**config.mk**
```make
export PLATFORM = sky130hd
export DESIGN_NAME = axis_rom_stream_arbiter
export DESIGN_NICKNAME = d
export VERILOG_FILES = /design/src/rtl/axis_rom_stream_arbiter.sv
export SDC_FILE = /design/constraint.sdc
export NUM_CORES = 1
export LEC_CHECK = 0
export BUFFER_PORTS_ARGS = -buffer_cell sky130_fd_sc_hd__buf_2
export CAP_MARGIN = 40
export CORE_MARGIN = 2
export CORE_UTILIZATION = 57
export DETAILED_ROUTE_END_ITERATION = 16
export MAX_ROUTING_LAYER = met4
export PLACE_DENSITY = 0.8
export SETUP_SLACK_MARGIN = 0.05
export SYNTH_ARGS = -nofsm -noshare
export SYNTH_HDL_FRONTEND = slang
export SYNTH_SLANG_ARGS = --single-unit
export TNS_END_PERCENT = 100
```
**constraint.sdc**
```tcl
create_clock -name clk -period 5 [get_ports clk]
set_clock_uncertainty 0.05 [all_clocks]
set_input_delay 1 -clock clk [delete_from_list [all_inputs] [get_ports clk]]
set_output_delay 1 -clock clk [all_outputs]
set_load 0.1 [all_outputs]
```
**src/rtl/axis_rom_stream_arbiter.sv**
```systemverilog
// axis_rom_stream_arbiter: grants per-requester ROM read jobs and streams the words out with backpressure.
// Define AXIS_ROM_ARB_FIXED_PRIO_EN for fixed-priority grant; round-robin otherwise.
module axis_rom_stream_arbiter #(
    parameter int NUM_REQ            = 2,
    parameter int DEPTH              = 33,
    parameter int WIDTH              = 32,
    parameter int ROM_MEMORY_LATENCY = 2,
    localparam int ADDR_W = $clog2(DEPTH),
    localparam int LEN_W  = $clog2(DEPTH + 1),
    localparam int ID_W   = $clog2(NUM_REQ)
) (
    input  logic                      clk,
    input  logic                      rst_n,
    input  logic [NUM_REQ-1:0]        req_start,
    input  logic [NUM_REQ*ADDR_W-1:0] req_base,
    input  logic [NUM_REQ*LEN_W-1:0]  req_len,
    output logic [NUM_REQ-1:0]        req_done,
    output logic                      busy,
    output logic                      rom_en,
    output logic [ADDR_W-1:0]         rom_addr,
    input  logic [WIDTH-1:0]          rom_dout,
    input  logic                      ds_next_data,
    output logic [WIDTH-1:0]          ds_out,
    output logic                      ds_valid,
    output logic                      ds_last,
    output logic [ID_W-1:0]           ds_id
);
    localparam int L  = ROM_MEMORY_LATENCY;
    localparam int FD = L + 1;
    localparam int PW = $clog2(FD);
    localparam int CW = $clog2(FD + 1);

    typedef enum logic [1:0] {IDLE, STREAM, DRAIN} state_t;
    state_t state, state_nxt;

    logic [NUM_REQ-1:0] pending;
    logic [ADDR_W-1:0]  slot_base [NUM_REQ];
    logic [LEN_W-1:0]   slot_len  [NUM_REQ];
    logic [ID_W-1:0]    rr_ptr, gnt, idx, id;
    logic               gnt_vld, arb, pop;
    logic [ADDR_W-1:0]  cur_addr;
    logic [LEN_W-1:0]   len, issued, xfers;
    logic [L-1:0]       pipe;
    logic [WIDTH-1:0]   fifo [FD];
    logic [PW-1:0]      wr_ptr, rd_ptr;
    logic [CW-1:0]      fifo_cnt, inflight;

    // Search from rr_ptr upward; the lowest offset with a pending bit wins.
    always_comb begin
        gnt     = '0;
        gnt_vld = 1'b0;
        idx     = '0;
        for (int k = NUM_REQ - 1; k >= 0; k--) begin
            idx = ID_W'((int'(rr_ptr) + k) % NUM_REQ);
            if (pending[idx]) begin
                gnt     = idx;
                gnt_vld = 1'b1;
            end
        end
    end

    always_comb begin
        inflight = '0;
        for (int k = 0; k < L; k++) inflight = inflight + CW'(pipe[k]);
    end

    // A word popped this cycle frees its slot in time for a new read, keeping full rate.
    assign arb      = state == IDLE && gnt_vld && req_done == '0;
    assign ds_valid = fifo_cnt != '0;
    assign pop      = ds_valid && ds_next_data;
    assign rom_en   = state == STREAM && (int'(inflight) + int'(fifo_cnt) - int'(pop) < FD);
    assign rom_addr = rom_en ? cur_addr : '0;
    assign ds_last  = ds_valid && xfers == len - 1'b1;
    assign ds_out   = ds_valid ? fifo[rd_ptr] : '0;
    assign ds_id    = id;
    assign busy     = state != IDLE;

    always_comb begin
        state_nxt = state;
        case (state)
            IDLE:    if (arb && slot_len[gnt] != '0) state_nxt = STREAM;
            STREAM:  if (rom_en && issued == len - 1'b1) state_nxt = DRAIN;
            DRAIN:   if (pop && ds_last) state_nxt = IDLE;
            default: state_nxt = IDLE;
        endcase
    end

    always_ff @(posedge clk or negedge rst_n) begin
        if (!rst_n) state <= IDLE;
        else        state <= state_nxt;
    end

    always_ff @(posedge clk or negedge rst_n) begin
        if (!rst_n) begin
            pending  <= '0;
            rr_ptr   <= '0;
            id       <= '0;
            len      <= '0;
            issued   <= '0;
            xfers    <= '0;
            cur_addr <= '0;
            pipe     <= '0;
            wr_ptr   <= '0;
            rd_ptr   <= '0;
            fifo_cnt <= '0;
            req_done <= '0;
            for (int i = 0; i < NUM_REQ; i++) begin
                slot_base[i] <= '0;
                slot_len[i]  <= '0;
            end
        end else begin
            req_done <= '0;
            for (int i = 0; i < NUM_REQ; i++) begin
                if (req_start[i] && !pending[i]) begin
                    pending[i]   <= 1'b1;
                    slot_base[i] <= req_base[i*ADDR_W +: ADDR_W];
                    slot_len[i]  <= req_len[i*LEN_W +: LEN_W];
                end
            end
            if (arb) begin
                id       <= gnt;
                len      <= slot_len[gnt];
                cur_addr <= slot_base[gnt];
                issued   <= '0;
                xfers    <= '0;
`ifdef AXIS_ROM_ARB_FIXED_PRIO_EN
                rr_ptr   <= '0;
`else
                rr_ptr   <= ID_W'((int'(gnt) + 1) % NUM_REQ);
`endif
                if (slot_len[gnt] == '0) begin
                    req_done[gnt] <= 1'b1;
                    pending[gnt]  <= 1'b0;
                end
            end
            if (state == DRAIN && pop && ds_last) begin
                req_done[id] <= 1'b1;
                pending[id]  <= 1'b0;
            end
            if (rom_en) begin
                cur_addr <= (cur_addr == ADDR_W'(DEPTH - 1)) ? '0 : cur_addr + 1'b1;
                issued   <= issued + 1'b1;
            end
            if (pop) begin
                rd_ptr <= (rd_ptr == PW'(FD - 1)) ? '0 : rd_ptr + 1'b1;
                xfers  <= xfers + 1'b1;
            end
            if (pipe[L-1]) wr_ptr <= (wr_ptr == PW'(FD - 1)) ? '0 : wr_ptr + 1'b1;
            fifo_cnt <= fifo_cnt + CW'(pipe[L-1]) - CW'(pop);
            pipe     <= L'({pipe, rom_en});
        end
    end

    always_ff @(posedge clk) begin
        if (pipe[L-1]) fifo[wr_ptr] <= rom_dout;
    end
endmodule

```
### Yosys cells after proc, flatten, opt, wreduce, memory -nomap -nowiden

Memory sizes are Yosys's and may differ from the RTL's.
Index checks and enable logic that the tools add are counted.

| word-level totals | value |
|---|---|
| memories kept | 1 |
| latch bits | 0 |
| word-level logic and storage cells | 122 |
| ROM bits | 0 |
| flip-flop bits (word level) | 64 |
| memory bits (writable) | 96 |

| operators by class | value |
|---|---|
| order comparisons | 8 |
| bitwise logic cells | 6 |
| shifts and indexed selects | 0 |
| add/subtract/negate cells | 13 |
| mux-type cells | 42 |
| div/mod/pow operators | 0 |
| reductions and logical operators | 25 |
| multiply operators | 0 |
| eq/ne operators | 10 |

Memory list:

| memory | depth | bits a word | read ports | clocked after memory_dff | wr ports | line | RTL |
|---|---|---|---|---|---|---|---|
| fifo | 3 | 32 | 1 | 0 | 1 | 44 | `logic [WIDTH-1:0] fifo [FD];` |

Operators by type and width:

| operator | count |
|---|---|
| 6-bit two-way mux | 13 |
| 32-bit two-way mux | 1 |
| 2-bit two-way mux | 11 |
| 6-bit by 1-bit adder with 6-bit output (second input constant) | 3 |
| 1-bit logical AND | 14 |
| 1-bit two-way mux | 14 |
| 6-bit == test | 2 |
| 1-bit by 2-bit < comparator with 1-bit output (second input constant) | 4 |
| 2-bit nonzero test | 4 |
| 2-bit == test (second input constant) | 3 |
| 6-bit == test (second input constant) | 1 |
| 6-bit logical NOT | 1 |
| 2-bit case mux with 3 select lines | 1 |
| 6-bit nonzero test | 1 |
| 6-bit by 1-bit subtractor with 6-bit output (second input constant) | 1 |
| 2-bit by 1-bit adder with 2-bit output (second input constant) | 2 |
| 2-bit AND | 2 |
| 2-bit logical NOT | 2 |
| 4-bit by 3-bit < comparator with 1-bit output (second input constant) | 1 |
| 2-bit by 1-bit != test with 1-bit output (second input constant) | 2 |
| 2-bit NOT | 2 |
| 3-bit by 1-bit subtractor with 4-bit output | 1 |
| 2-bit by 2-bit adder with 3-bit output | 1 |
| 3-bit AND reduction | 1 |
| other kinds (12) | 16 |

### Longest topological paths before layout

| depth | value |
|---|---|
| depth in word-level cells | 15 |
| gate-level depth with buffers | 13 |

### Least setup slack after synthesis

OpenSTA, ideal clock, no wires.

| timing path | value |
|---|---|
| path kind | flip-flop to output port |
| start point | reg fifo_cnt[1] |
| end point | out rom_addr[0] |
| arrival time | 4751 ps |
| path slack | -801 ps |
| stages on the path, launching flop included | 13 |
| cells stage by stage | dfrtp_1 > nor2_1 > inv_1 > nand2_1 > inv_1 > ha_1 > fa_1 > fa_1 > xor2_1 > o21ai_1 > nand2_1 > clkbuf_1 > nor2_1 |

| between the ends | value |
|---|---|
| longest elaborated chain between the ends | 6 |
| elaborated cells between the ends (all ways) | 7 |
| those cells by class | add/sub (2); order compare (1); mux (1); reduce/logical (3) |

Ends and longest elaborated chain:

| element | line | RTL |
|---|---|---|
| start, declared | 46 | `logic [CW-1:0] fifo_cnt, inflight;` |
| start signal, assigned | 149 | `fifo_cnt <= fifo_cnt + CW'(pipe[L-1]) - CW'(pop);` |
| 2-bit nonzero test | 69 | `assign ds_valid = fifo_cnt != '0;` |
| net ds_valid | 24 | `output logic ds_valid,` |
| 1-bit logical AND | 70 | `assign pop = ds_valid && ds_next_data;` |
| net pop | 40 | `logic gnt_vld, arb, pop;` |
| 3-bit by 1-bit subtractor with 4-bit output | 71 | `assign rom_en = state == STREAM && (int'(inflight) + int'(fifo_cnt) - int'(pop) < FD);` |
| 4-bit by 3-bit < comparator with 1-bit output | 71 |  |
| 1-bit logical AND | 71 |  |
| 6-bit two-way mux | 72 | `assign rom_addr = rom_en ? cur_addr : '0;` |
| end, declared | 20 | `output logic [ADDR_W-1:0] rom_addr,` |

The timed path passes the listed nets, and every way through them passes these cells.

### Worst setup path in the final report

| timing path | value |
|---|---|
| start point | reg fifo_cnt[1] |
| end point | out rom_en |

| between the ends | value |
|---|---|
| longest elaborated chain between the ends | 5 |
| elaborated cells between the ends (all ways) | 6 |
| those cells by class | add/sub (2); order compare (1); reduce/logical (3) |

Ends and longest elaborated chain:

| element | line | RTL |
|---|---|---|
| 2-bit nonzero test | 69 |  |
| 1-bit logical AND | 70 |  |
| net pop | 40 |  |
| 3-bit by 1-bit subtractor with 4-bit output | 71 |  |
| 4-bit by 3-bit < comparator with 1-bit output | 71 |  |
| 1-bit logical AND | 71 |  |
| end, declared | 19 | `output logic rom_en,` |

The timed path passes the listed nets, and every way through them passes these cells.

==> results_dict.tcl <==
set metrics [dict create \
    fin_cells 816 \
    seq_area_frac_synth 0.647 \
    synthTopCellsByCount "edfxtp_1 (96), nor2_1 (82), dfrtp_1 (64)" \
    reg2regPathDepth 13 \
    synth_top_area_frac 0.416 \
    arrival_ns 3.64 \
    grt_max_degree 65 \
    wirelength_mm 13.8 \
    vias 4543 \
    clock-root-buffer "clkbuf_16" \
    layout-drive-gt1-share 0.286 \
    yosysMostFrequentCell "edfxtp_1" \
    pre_cts_ws_ns 0.212 \
    gr-total-overflow 0 \
    start_kind "flip-flop" \
    clock.fmax_mhz 213 \
    hold_path.startpoint "pipe[0]" \
    ios 106 \
    synth-edff-count 96 \
    grtUsageTotal 0.228 \
    synth_warnings 0 \
    top_layer_used "met4" \
    critPathRequiredTime_ns 3.95 \
    nFillCells 804 \
    status "completed" \
    hpwl_mm 8.99 \
    hold_class "reg -> reg" \
    clk_path_buf_depth 2 \
    final-hold-violation-count 0 \
    wl_met2_mm 6.92 \
    fp.coreArea_mm2 0.0120 \
    synth-main-ff-cell "edfxtp_1" \
    die_w_um 114 \
    fin_tns_setup_ns 0 \
    portBuffers 105 \
    fin_ws_ns 0.309 \
    synth-seq-cells 160 \
    cts_tree "done" \
    clock_latency_ns 0.42 \
    first_pass_iters 5 \
    ys_top_cells_by_area "edfxtp_1 (42%), dfrtp_1 (23%), mux2i_1 (6.2%)" \
    finalSetupViolations 0 \
    crit_type "reg -> out" \
    tightestPinTransition_ns 0.786 \
    rrSetupSlack_ns 1.28 \
    maxSlewHeadroom 0.476 \
    regArea_mm2 0.00449 \
    die_h_um 114 \
    post_drt_via_cell_ratio 5.57 \
    post_drt_wl_per_cell_um 16.9 \
    rr_endpoint "state[0]" \
    clk_pin_slew_ns 0.06 \
    rsz0062_at_grt "false" \
    syn_area_per_cell_um2 12.8 \
    cap_violations 0 \
    placed_cells 784 \
    multi_input_area_mm2 0.00237 \
    antenna_found_initial 0 \
    synth_area_leader_cell "edfxtp_1" \
    period_share 0.938 \
    ant_nets 0 \
    hold_buffers 0 \
    htree_levels 4 \
    grt_pass1_vias 4603 \
    cp_max_fo 7 \
    start_util 0.580 \
    syn_nets 612 \
    syn_to_final_growth_pct 21.8 \
    period_minus_slack_ns 4.69 \
    drc 0 \
    numCtsBuffers 17 \
    synth.distinct_cells 47 \
    n_antenna_cell 0 \
    met1Wirelength_mm 5.94 \
    reg2reg_from "fifo_cnt[1]" \
    synthesis.area_mm2 0.00693 \
    final_nets 728 \
    dieArea_mm2 0.0131 \
    min_to "pipe[1]" \
    clock_sinks 160 \
    synthArstFlopShare 0.400 \
    drv_slew 0 \
    min_path_cells 0 \
    grt_pass1_wl_mm 22.2 \
    endpoint_kind "output pin" \
    met3_wirelength_um 681 \
    gp_congestion 0.821 \
    rows 40 \
    first_iter_violations 405 \
    netlist_instances 540 \
]
==> cell type report <==
type,count,share of cell area
clock buffer,21,0.0533
clock inverter,11,0.0164
inverter,16,0.00800
multi-input combinational,343,0.280
sequential,160,0.531
tap,147,0.0218
timing repair buffer,118,0.0892
==> state kept, by name, summed over array words and instances, names as in the netlist, 2 cells and up <==
register,flops
fifo_cnt,2
pending,2
len,6
cur_addr,6
slot_len,12
xfers,6
fifo,96
wr_ptr,2
rd_ptr,2
issued,6
req_done,2
state,2
slot_base,12
pipe,2
==> worst max-delay path, stage by stage (launching register included) <==
cell and delay (ns):
dfrtp_1 0.47, nor2_4 0.18, clkinvlp_4 0.10, nand2_2 0.06, inv_1 0.10, ha_1 0.32
fa_1 0.41, fa_1 0.39, xor2_1 0.17, o21ai_1 0.33, nand2_2 0.27, clkinvlp_4 0.22
buf_12 0.19
==> placed cells by master (no fill, tap or decap), drive strengths merged, types with 3 or more instances in the layout <==
cell type / Yosys / final
clkinvlp: 0 / 3
a21o: 5 / 5
and3: 6 / 6
nand2: 23 / 23
clkbuf: 14 / 21
dfrtp: 64 / 64
nor3: 8 / 8
mux2i: 43 / 43
nand3: 16 / 16
o21ai: 28 / 28
nor3b: 6 / 6
nor2b: 6 / 6
clkinv: 0 / 7
buf: 7 / 118
xnor2: 18 / 18
a21oi: 33 / 33
nor4: 3 / 3
mux2: 25 / 25
xor2: 5 / 5
inv: 16 / 14
edfxtp: 96 / 96
ha: 9 / 9
nor2: 82 / 82
bufinv: 0 / 3
==> cell families after synthesis <==
| family | Yosys count | share of synthesized area |
|---|---|---|
| AOI/OAI and AO/OA | 82 | 0.0698 |
| xor gates and xnor gates | 24 | 0.0323 |
| adders and majority gates | 11 | 0.0220 |
| buffers and inverters | 37 | 0.0204 |
| DFF | 160 | 0.647 |
| muxes | 68 | 0.103 |
| and+or+nand+nor | 158 | 0.106 |
==> routing by layer <==
layer | GRT usage | vias up
met5 | - | -
met4 | 0.0878 | 0
met3 | 0.0498 | 18
met2 | 0.389 | 139
met1 | 0.265 | 2213
li1 | - | 2173
==> timing repair <==
item | 4_1_cts | 5_1_grt
buffers inserted | 0 | 0
endpoints found under the setup margin | 0 | 1
gates resized for setup | 0 | 2
==> stage by stage <==
stage / utilization / hold WS (ns) / cell area [um^2]
2_1_floorplan: - / 0.304 / 6980
3_3_place_gp: 0.652 / 0.318 / 7800
3_5_place_dp: 0.656 / 0.314 / 7850
4_1_cts: 0.706 / 0.332 / 8440
5_1_grt: 0.706 / 0.358 / 8450
6_report: 0.706 / 0.326 / 8450
==> worst max path at each step <==
stage	from	end	slack, ns	depth (start not counted)
floorplan	fifo_cnt[1]	rom_addr[1]	0.03	12
finish	fifo_cnt[1]	rom_en	0.31	12
global route	fifo_cnt[1]	rom_en	0.1	12
detailed placement	ds_next_data	rom_en	0.21	11
CTS	fifo_cnt[1]	rom_en	0.11	12
global placement	ds_next_data	rom_en	0.28	11
Power is left out: the tool's default activity adds up to more than one toggle a clock period on the data nets, which glitch-free logic cannot reach.
